===== config.mk =====
export PLATFORM = sky130hd
export DESIGN_NAME = serial_mux_pump
export DESIGN_NICKNAME = d
export VERILOG_FILES = /design/src/rtl/serial_pkg.sv /design/src/rtl/serial_rr_picker.sv /design/src/rtl/serial_mux_pump.sv
export SDC_FILE = /design/constraint.sdc
export NUM_CORES = 1
export LEC_CHECK = 0
export CORE_MARGIN = 4
export CORE_UTILIZATION = 50
export DETAILED_ROUTE_END_ITERATION = 6
export PLACE_DENSITY = 0.88
export SETUP_SLACK_MARGIN = 0.02
export SLEW_MARGIN = 25
export SYNTH_ARGS = -nofsm -noshare
export SYNTH_HDL_FRONTEND = slang
export SYNTH_SLANG_ARGS = --single-unit

===== constraint.sdc =====
create_clock -name clk -period 3.05 [get_ports clk]
set_input_delay 0.7625 -clock clk [delete_from_list [all_inputs] [get_ports clk]]
set_output_delay 0.7625 -clock clk [all_outputs]
set_load 0.03 [all_outputs]

===== src/rtl/serial_pkg.sv =====
// Shared types and helpers for the multi-channel serial pump.
package serial_pkg;

    typedef enum logic [2:0] {
        IDLE,
        TAG,
        READ,
        WAIT_Q,
        SEND,
        SENT
    } state_t;

    localparam logic [7:0] TAG_BASE_DEFAULT = 8'hF0;

    function automatic int ch_w(input int n);
        return (n > 1) ? $clog2(n) : 1;
    endfunction

endpackage


===== src/rtl/serial_rr_picker.sv =====
// Round-robin first-set search over the request vector, starting at ptr and wrapping.
module serial_rr_picker #(
    parameter int CHANNELS = 2,
    parameter int CH_W     = 1
) (
    input  logic [CHANNELS-1:0] req,
    input  logic [CH_W-1:0]     ptr,
    output logic [CH_W-1:0]     grant,
    output logic                any
);

    // Walk offsets from farthest to nearest so the closest requester after ptr wins.
    always_comb begin
        grant = '0;
        any   = 1'b0;
        for (int i = CHANNELS - 1; i >= 0; i--) begin
            if (req[(int'(ptr) + i) % CHANNELS]) begin
                grant = CH_W'((int'(ptr) + i) % CHANNELS);
                any   = 1'b1;
            end
        end
    end

endmodule


===== src/rtl/serial_mux_pump.sv =====
// Drains several byte FIFOs into one UART TX with round-robin bursts and ack timeout.
// Define SERIAL_MUX_TAG_EN to prefix each grant with a TAG_BASE+channel tag byte.
module serial_mux_pump
    import serial_pkg::*;
#(
    parameter int                CHANNELS    = 2,
    parameter int                DATA_W      = 8,
    parameter int                BURST_MAX   = 4,
    parameter int                ACK_TIMEOUT = 1023,
    parameter logic [DATA_W-1:0] TAG_BASE    = DATA_W'(TAG_BASE_DEFAULT),
    localparam int               CH_W        = ch_w(CHANNELS)
) (
    input  logic                         clk,
    input  logic                         reset,
    input  logic [CHANNELS-1:0]          fifo_empty,
    output logic [CHANNELS-1:0]          fifo_rdreq,
    input  logic [CHANNELS*DATA_W-1:0]   fifo_q,
    input  logic                         uart_busy,
    output logic [DATA_W-1:0]            uart_data,
    output logic                         data_valid,
    output logic [CH_W-1:0]              active_ch,
    output logic                         drop_err
);

    localparam int               BC_W    = $clog2(BURST_MAX + 1);
    localparam int               TO_W    = (ACK_TIMEOUT > 1) ? $clog2(ACK_TIMEOUT) : 1;
    localparam logic [BC_W-1:0]  BC_MAX  = BC_W'(BURST_MAX);
    localparam logic [TO_W-1:0]  TO_LAST = TO_W'((ACK_TIMEOUT > 0) ? ACK_TIMEOUT - 1 : 0);

    state_t            state;
    state_t            state_next;
    logic [CH_W-1:0]   rr_ptr;
    logic [CH_W-1:0]   next_ptr;
    logic [BC_W-1:0]   burst_cnt;
    logic [BC_W-1:0]   burst_inc;
    logic [TO_W-1:0]   to_cnt;
    logic              tag_sent;
    logic              hit_timeout;
    logic [CH_W-1:0]   pick_idx;
    logic              pick_any;

    serial_rr_picker #(
        .CHANNELS (CHANNELS),
        .CH_W     (CH_W)
    ) u_picker (
        .req   (~fifo_empty),
        .ptr   (rr_ptr),
        .grant (pick_idx),
        .any   (pick_any)
    );

    assign next_ptr  = (int'(active_ch) == CHANNELS - 1) ? '0 : active_ch + 1'b1;
    assign burst_inc = burst_cnt + 1'b1;

    always_comb begin
        state_next  = state;
        hit_timeout = 1'b0;
        case (state)
            IDLE: begin
                if (!uart_busy && pick_any) begin
`ifdef SERIAL_MUX_TAG_EN
                    state_next = TAG;
`else
                    state_next = READ;
`endif
                end
            end
            TAG:    state_next = SEND;
            READ:   state_next = WAIT_Q;
            WAIT_Q: state_next = SEND;
            SEND: begin
                if (uart_busy) begin
                    state_next = SENT;
                end else if (ACK_TIMEOUT != 0 && to_cnt == TO_LAST) begin
                    state_next  = IDLE;
                    hit_timeout = 1'b1;
                end
            end
            SENT: begin
                if (!uart_busy) begin
                    // Tags never consume burst budget; only data bytes do.
                    if (tag_sent || (burst_inc < BC_MAX && !fifo_empty[active_ch])) begin
                        state_next = READ;
                    end else begin
                        state_next = IDLE;
                    end
                end
            end
            default: state_next = IDLE;
        endcase
    end

    always_ff @(posedge clk) begin
        if (reset) begin
            state      <= IDLE;
            rr_ptr     <= '0;
            burst_cnt  <= '0;
            to_cnt     <= '0;
            tag_sent   <= 1'b0;
            active_ch  <= '0;
            uart_data  <= '0;
            data_valid <= 1'b0;
            drop_err   <= 1'b0;
            fifo_rdreq <= '0;
        end else begin
            state      <= state_next;
            fifo_rdreq <= '0;
            drop_err   <= hit_timeout;
            case (state)
                IDLE: begin
                    if (state_next != IDLE) begin
                        active_ch <= pick_idx;
                        burst_cnt <= '0;
                        tag_sent  <= 1'b0;
                        if (state_next == READ) begin
                            fifo_rdreq <= CHANNELS'(1) << pick_idx;
                        end
                    end
                end
                TAG: begin
                    uart_data  <= TAG_BASE + DATA_W'(active_ch);
                    data_valid <= 1'b1;
                    tag_sent   <= 1'b1;
                    to_cnt     <= '0;
                end
                WAIT_Q: begin
                    uart_data  <= fifo_q[int'(active_ch)*DATA_W +: DATA_W];
                    data_valid <= 1'b1;
                    to_cnt     <= '0;
                end
                SEND: begin
                    if (state_next == SEND) begin
                        to_cnt <= to_cnt + 1'b1;
                    end else begin
                        data_valid <= 1'b0;
                    end
                    if (hit_timeout) begin
                        rr_ptr <= next_ptr;
                    end
                end
                SENT: begin
                    if (state_next == READ) begin
                        fifo_rdreq <= CHANNELS'(1) << active_ch;
                        if (tag_sent) begin
                            tag_sent <= 1'b0;
                        end else begin
                            burst_cnt <= burst_inc;
                        end
                    end else if (state_next == IDLE) begin
                        rr_ptr <= next_ptr;
                    end
                end
                default: ;
            endcase
        end
    end

endmodule


==> impl_metrics.json, run 1 <==
{
  "clkLatencyLatePin_ps": 340,
  "end_kind": "register",
  "start_kind": "input pin",
  "dp.cells": 250,
  "drtAntennaViolNets": 0,
  "yosysWarnings": 0,
  "whs_ps": 494.9,
  "overflow": 0,
  "core_area_um2": 3103,
  "n_fill_cell": 279,
  "rsz0062_at_grt": "false",
  "layout-drive-gt1-share": 0.1080,
  "antenna_found_initial": 0,
  "die_x_um": 65.28,
  "fp-row-count": 20,
  "post_cts_buffers": 0,
  "wl_per_cell_um": 15.39,
  "dp_hpwl_um": 2776,
  "grt_max_degree": 16,
  "ys_ff_latch": 31,
  "cts.sinks": 31,
  "critPathKind": "input pin to register",
  "clock_skew_ps": 15.06,
  "die_area_um2": 4261,
  "async_flop_share": 0,
  "drc": 0,
  "slew_violations": 0,
  "layout.cells.non_filler": 257,
  "cap_violations": 0,
  "ctsRootBufferMaster": "clkbuf_4",
  "yosys.area_share.xor_xnor": 0.005339,
  "cp_max_fo": 5,
  "synth_mux_area_frac": 0.07933,
  "port_buffers": 33,
  "synth_cell_type_count": 54,
  "synth_edf_count": 0,
  "syn_to_final_growth_pct": 25.78,
  "fin_tns_setup_ps": 0,
  "total_power_mw": 0.9781,
  "period_minus_slack_ps": 2402,
  "path_clk_slew_ps": 100,
  "netlist_instances": 182,
  "nNetsFinal": 237,
  "grt_pass1_vias": 1438,
  "gp_congestion": 0.8573,
  "arrival_ps": 2650,
  "required_ps": 3300,
  "utilization": 0.6649,
  "hold_viol_final": 0,
  "grt_pass1_wl_um": 6506,
  "ys_seq_area_frac": 0.3783,
  "cts-resized-gates": 0,
  "synthAdderAreaFrac": 0.02288,
  "min_period_over_period": 0.7876,
  "viasPerCell": 5.833,
  "status": "completed",
  "yosys.area_share.simple": 0.2540,
  "powerDensity_nw_per_um2": 474.1,
  "diodes": 0,
  "hold_buffers": 0,
  "htreeDepth": 2,
  "p_leak_nw": 0.7086,
  "synthFlopType": "dfxtp_1",
  "track_usage": 0.2011,
  "wirelength_um": 3955,
  "hold_class": "register to register",
  "clockBufferDepth": 2,
  "first_pass_iters": 6,
  "setup_viol": 0,
  "synth_compound_area_frac": 0.2235,
  "syn_avg_cell_area_um2": 9.013,
  "ir_worst_vdd_uv": 262.1,
  "max_slew.worst_pin.slew_ps": 790.7,
  "relSlewSlack": 0.4680,
  "synth_top_family_by_area": "simple AND/OR/NAND/NOR gates",
  "cts_tree": "done",
  "max_freq_ghz": 0.4163,
  "numCtsBuffers": 5,
  "synth_area_um2": 1640,
  "vias": 1499,
  "dieHeight_um": 65.28,
  "start_util": 0.5286,
  "syn-num-nets": 206,
  "ios": 34,
  "drt_iter0_drc": 81
}
## layer usage
metal | track usage | up-vias | part of all wire
li1 | - | 738 | -
met1 | 0.2444 | 685 | 0.44
met2 | 0.3123 | 71 | 0.45
met3 | 0.07863 | 5 | 0.091
met4 | 0.09067 | 0 | 0.016
met5 | 0 | - | 0
## cell usage after synthesis, types with 4 or more instances
cell type,n,area share
mux2i_1,7,0.043
nor2_1,16,0.037
nand3_1,6,0.018
nand2_1,14,0.032
mux2_2,4,0.027
dfxtp_1,31,0.38
a21oi_1,12,0.037
o21ai_0,5,0.015
and2_1,4,0.015
a211oi_1,4,0.018
nor3_1,4,0.012
a22oi_1,4,0.018
clkbuf_1,10,0.023
## cell families (layout without fill, tap and decap cells)
kind of cell	Yosys count	after routing
compound gates	49	49
xor+xnor	1	1
fa+ha+maj	3	3
buf+inv	14	45
flops	31	31
mux	12	12
simple gates	72	72
## where the power goes
group	leakage [nW]	total [mW]	internal [mW]	switching (mW)
combinational	0.419	0.214	0.0959	0.118
clock	0.0383	0.315	0.169	0.146
sequential	0.251	0.449	0.426	0.0228
total	0.709	0.978	0.691	0.287
## sequential cells by signal, indices dropped and copies added (netlist names), 2 cells and up
signal and count:
burst_cnt 3, fifo_rdreq 2, to_cnt 10, uart_data 8
state 3
## worst max-delay path, cell delays in order
cell	delay [ps]
clkdlybuf4s50_1	520
nand3b_1	280
nor4_1	690
o31ai_1	190
a21boi_0	210
## final timing paths
path | startpoint | end | slack, ps | cells past startpoint
max | uart_busy | to_cnt[9]$_SDFFE_PP0P_ | 650 | 5
min | burst_cnt[2]$_SDFFE_PP0P_ | burst_cnt[2]$_SDFFE_PP0P_ | 490 | 1
max reg2reg | state[0]$_SDFF_PP0_ | to_cnt[8]$_SDFFE_PP0P_ | 1000 | 4
min reg2reg | burst_cnt[2]$_SDFFE_PP0P_ | burst_cnt[2]$_SDFFE_PP0P_ | 490 | 1
## through the flow
stage / setup WS (ps) / instance area [µm²]
after global placement: 418.0 / 1992
final: 647.8 / 2063
after floorplan: 925.7 / 1640
after CTS: 697.1 / 2063
after global routing: 577.2 / 2063
after detailed placement: 353.0 / 1992
## area by class of cell
type / instances / area, µm² / area share
Inverter: 3 / 11.26 / 0.005458
Clock buffer: 6 / 41.29 / 0.02001
Tap cell: 44 / 55.05 / 0.02668
Multi-Input combinational cell: 137 / 959.7 / 0.4651
Sequential cell: 31 / 620.6 / 0.3008
Clock inverter: 1 / 30.03 / 0.01455
Timing Repair Buffer: 35 / 345.3 / 0.1674
## cell usage in the layout, fill, tap and decap left out, types with 2 or more instances in the layout
cell / n
nand3_1: 6
a311oi_1: 2
o32ai_1: 2
a2111oi_0: 2
nor3b_1: 2
nor2_1: 16
or3_1: 3
a211oi_1: 4
nor2b_1: 2
clkbuf_4: 5
and2b_1: 2
nand2_1: 14
clkdlybuf4s50_1: 33
inv_1: 3
ha_1: 3
mux2i_1: 7
or2_2: 3
nor3_1: 4
and2_1: 4
nor4_1: 2
mux2_2: 4
a21oi_1: 12
a31oi_1: 3
o21a_1: 3
buf_4: 2
o21ai_0: 5
a22oi_1: 4
nand3b_1: 2
dfxtp_1: 31
No activity file was read; power rests on OpenSTA's default activity.
==> run 2, diff against run 1 <==
clock period = 2.5 ns   (was 3.05 ns; I/O delays follow)
==> impl_metrics.json, run 2 (synthesis gave the netlist of run 1 again) <==
{
  "period_minus_slack_ps": 2159,
  "ios": 34,
  "max_stage_delay_ps": 720,
  "largest_register_ffs": 10,
  "met3WireLength_um": 327,
  "antenna_found_initial": 0,
  "ff2ff_path_depth": 4,
  "clockBufferDepth": 2,
  "syn_to_final_growth_pct": 28.07,
  "r2r-start": "state[0]$_SDFF_PP0_",
  "n_fill_cell": 272,
  "die_x_um": 65.28,
  "cts-resized-gates": 0,
  "hold_class": "register to register",
  "hold_viol_final": 0,
  "drc": 0,
  "dieHeight_um": 65.28,
  "core_area_um2": 3103,
  "layout-drive-gt1-share": 0.1409,
  "place_area_um2": 2044,
  "ir_worst_vdd_uv": 356.9,
  "numCtsBuffers": 5,
  "cp_max_fo": 7,
  "drt_iter0_drc": 125,
  "critPathKind": "register to output pin",
  "grt_pass1_wl_um": 6713,
  "cp_top_family": "buffers and inverters",
  "cts.sinks": 31,
  "post_cts_buffers": 0,
  "routed.top_layer": "met4",
  "relSlewSlack": 0.6691,
  "rsz0062_at_grt": "false",
  "nNetsFinal": 244,
  "slew_violations": 0,
  "final_cell_area_um2": 2101,
  "fp-row-count": 20,
  "status": "completed",
  "viasPerCell": 5.943,
  "reg2reg_slack_ps": 560,
  "wl_met1_um": 1637,
  "powerDensity_nw_per_um2": 532.5,
  "max_slew.worst_pin.slew_ps": 483.8,
  "clkLatencyLatePin_ps": 360,
  "setup_viol": 0,
  "vias": 1569,
  "overflow": 0,
  "layout_common_cells": "33 x clkdlybuf4s50_1, 31 x dfxtp_1, 16 x nor2_1, 14 x nand2_1, 12 x a21oi_1",
  "dp_hpwl_um": 2907,
  "hold_depth": 1,
  "hold_path_end": "burst_cnt[1]$_SDFFE_PP0P_",
  "diodes": 0,
  "p_leak_nw": 0.7388,
  "total_power_mw": 1.119,
  "required_ps": 1880,
  "ctsRootBufferMaster": "clkbuf_4",
  "hold_buffers": 0,
  "final_common_cell": "clkdlybuf4s50_1",
  "track_usage": 0.2067,
  "htreeDepth": 2,
  "wl_met2_um": 1920,
  "cap_violations": 0,
  "die_area_um2": 4261,
  "start_util": 0.5286,
  "path_cells": "clkdlybuf4s50_1",
  "first_pass_iters": 4,
  "port_buffers": 33,
  "clock_skew_ps": 14.65,
  "arrival_ps": 1530,
  "path_clk_slew_ps": 100,
  "cp_slowest_cell": "clkdlybuf4s50_1",
  "largestRegisters": "to_cnt: 10 flops, uart_data: 8 flops",
  "end_kind": "output pin",
  "wirelength_um": 4012,
  "hp-start": "burst_cnt[1]$_SDFFE_PP0P_",
  "timing.rr.end": "to_cnt[6]$_SDFFE_PP0P_",
  "cts_tree": "done",
  "start_kind": "register",
  "grt_max_degree": 16,
  "top_register": "to_cnt",
  "min_period_over_period": 0.8636,
  "max_freq_ghz": 0.4632,
  "fin_tns_setup_ps": 0,
  "drtAntennaViolNets": 0,
  "wl_per_cell_um": 15.20,
  "cp_num_buf_inv": 1,
  "gp_congestion": 0.9216,
  "grt_pass1_vias": 1473
}
==> run 2: changes by cell type in the layout (fill, tap and decap cells not counted), sizes merged <==
cell / before / now
buf: 2 / 9
bufinv: 1 / 0
clkinv: 0 / 1
==> run 2: cell type report <==
class	count	area, µm²	area share
inverter	3	11.26	0.005360
timing repair buffer	42	397.9	0.1894
clock buffer	6	51.30	0.02442
clock inverter	1	5.005	0.002382
tap	44	55.05	0.02621
multi-input combinational	137	959.7	0.4568
sequential	31	620.6	0.2954
==> run 2: metrics by stage <==
step | instances | utilization | hold WS (ps) | setup slack (ps)
CTS | 264 | 0.6770 | 482.5 | 342.9
global placement | 257 | 0.6589 | 462.0 | 100.7
global route | 264 | 0.6770 | 512.2 | 278.2
finish | 264 | 0.6770 | 478.8 | 340.9
floorplan | 182 | - | 445.9 | 513.2
detailed placement | 257 | 0.6589 | 463.0 | 60.79
==> run 2: where the power goes <==
group / internal, mW / switching (mW) / leakage (nW)
registers: 0.519 / 0.0292 / 0.251
clock network: 0.130 / 0.175 / 0.0341
logic: 0.124 / 0.141 / 0.454
==> run 2: worst max-delay path by stage <==
stage	slack (ps)	from	endpoint	cells after the start
4_1_cts	340	active_ch$_SDFFE_PP0P_	active_ch	1
2_1_floorplan	510	uart_busy	rr_ptr$_SDFFE_PP0P_	5
6_report	340	active_ch$_SDFFE_PP0P_	active_ch	1
3_3_place_gp	100	uart_busy	rr_ptr$_SDFFE_PP0P_	5
3_5_place_dp	60	uart_busy	rr_ptr$_SDFFE_PP0P_	5
5_1_grt	280	active_ch$_SDFFE_PP0P_	active_ch	1
==> run 2: worst register-to-register path, delay by kind of cell, from the launching register on <==
kind             cells  cell delay (ps)
multiplexers         1              220
flip-flops           1              480
AND/OR/NAND/NOR      1              480
AO/OA/AOI/OAI        2              690
==> run 2: layer usage <==
metal,up-vias,GRT usage
li1,762,-
met1,715,0.2481
met2,77,0.3274
met3,15,0.05812
met4,0,0.1218
met5,-,0
==> run 3, diff against run 2 <==
CAP_MARGIN = 20   (was not set)
CTS_CLUSTER_DIAMETER = 60   (was not set)
==> results of run 3 <==
No change in the layout: final DEF, timing and power equal those of run 2.
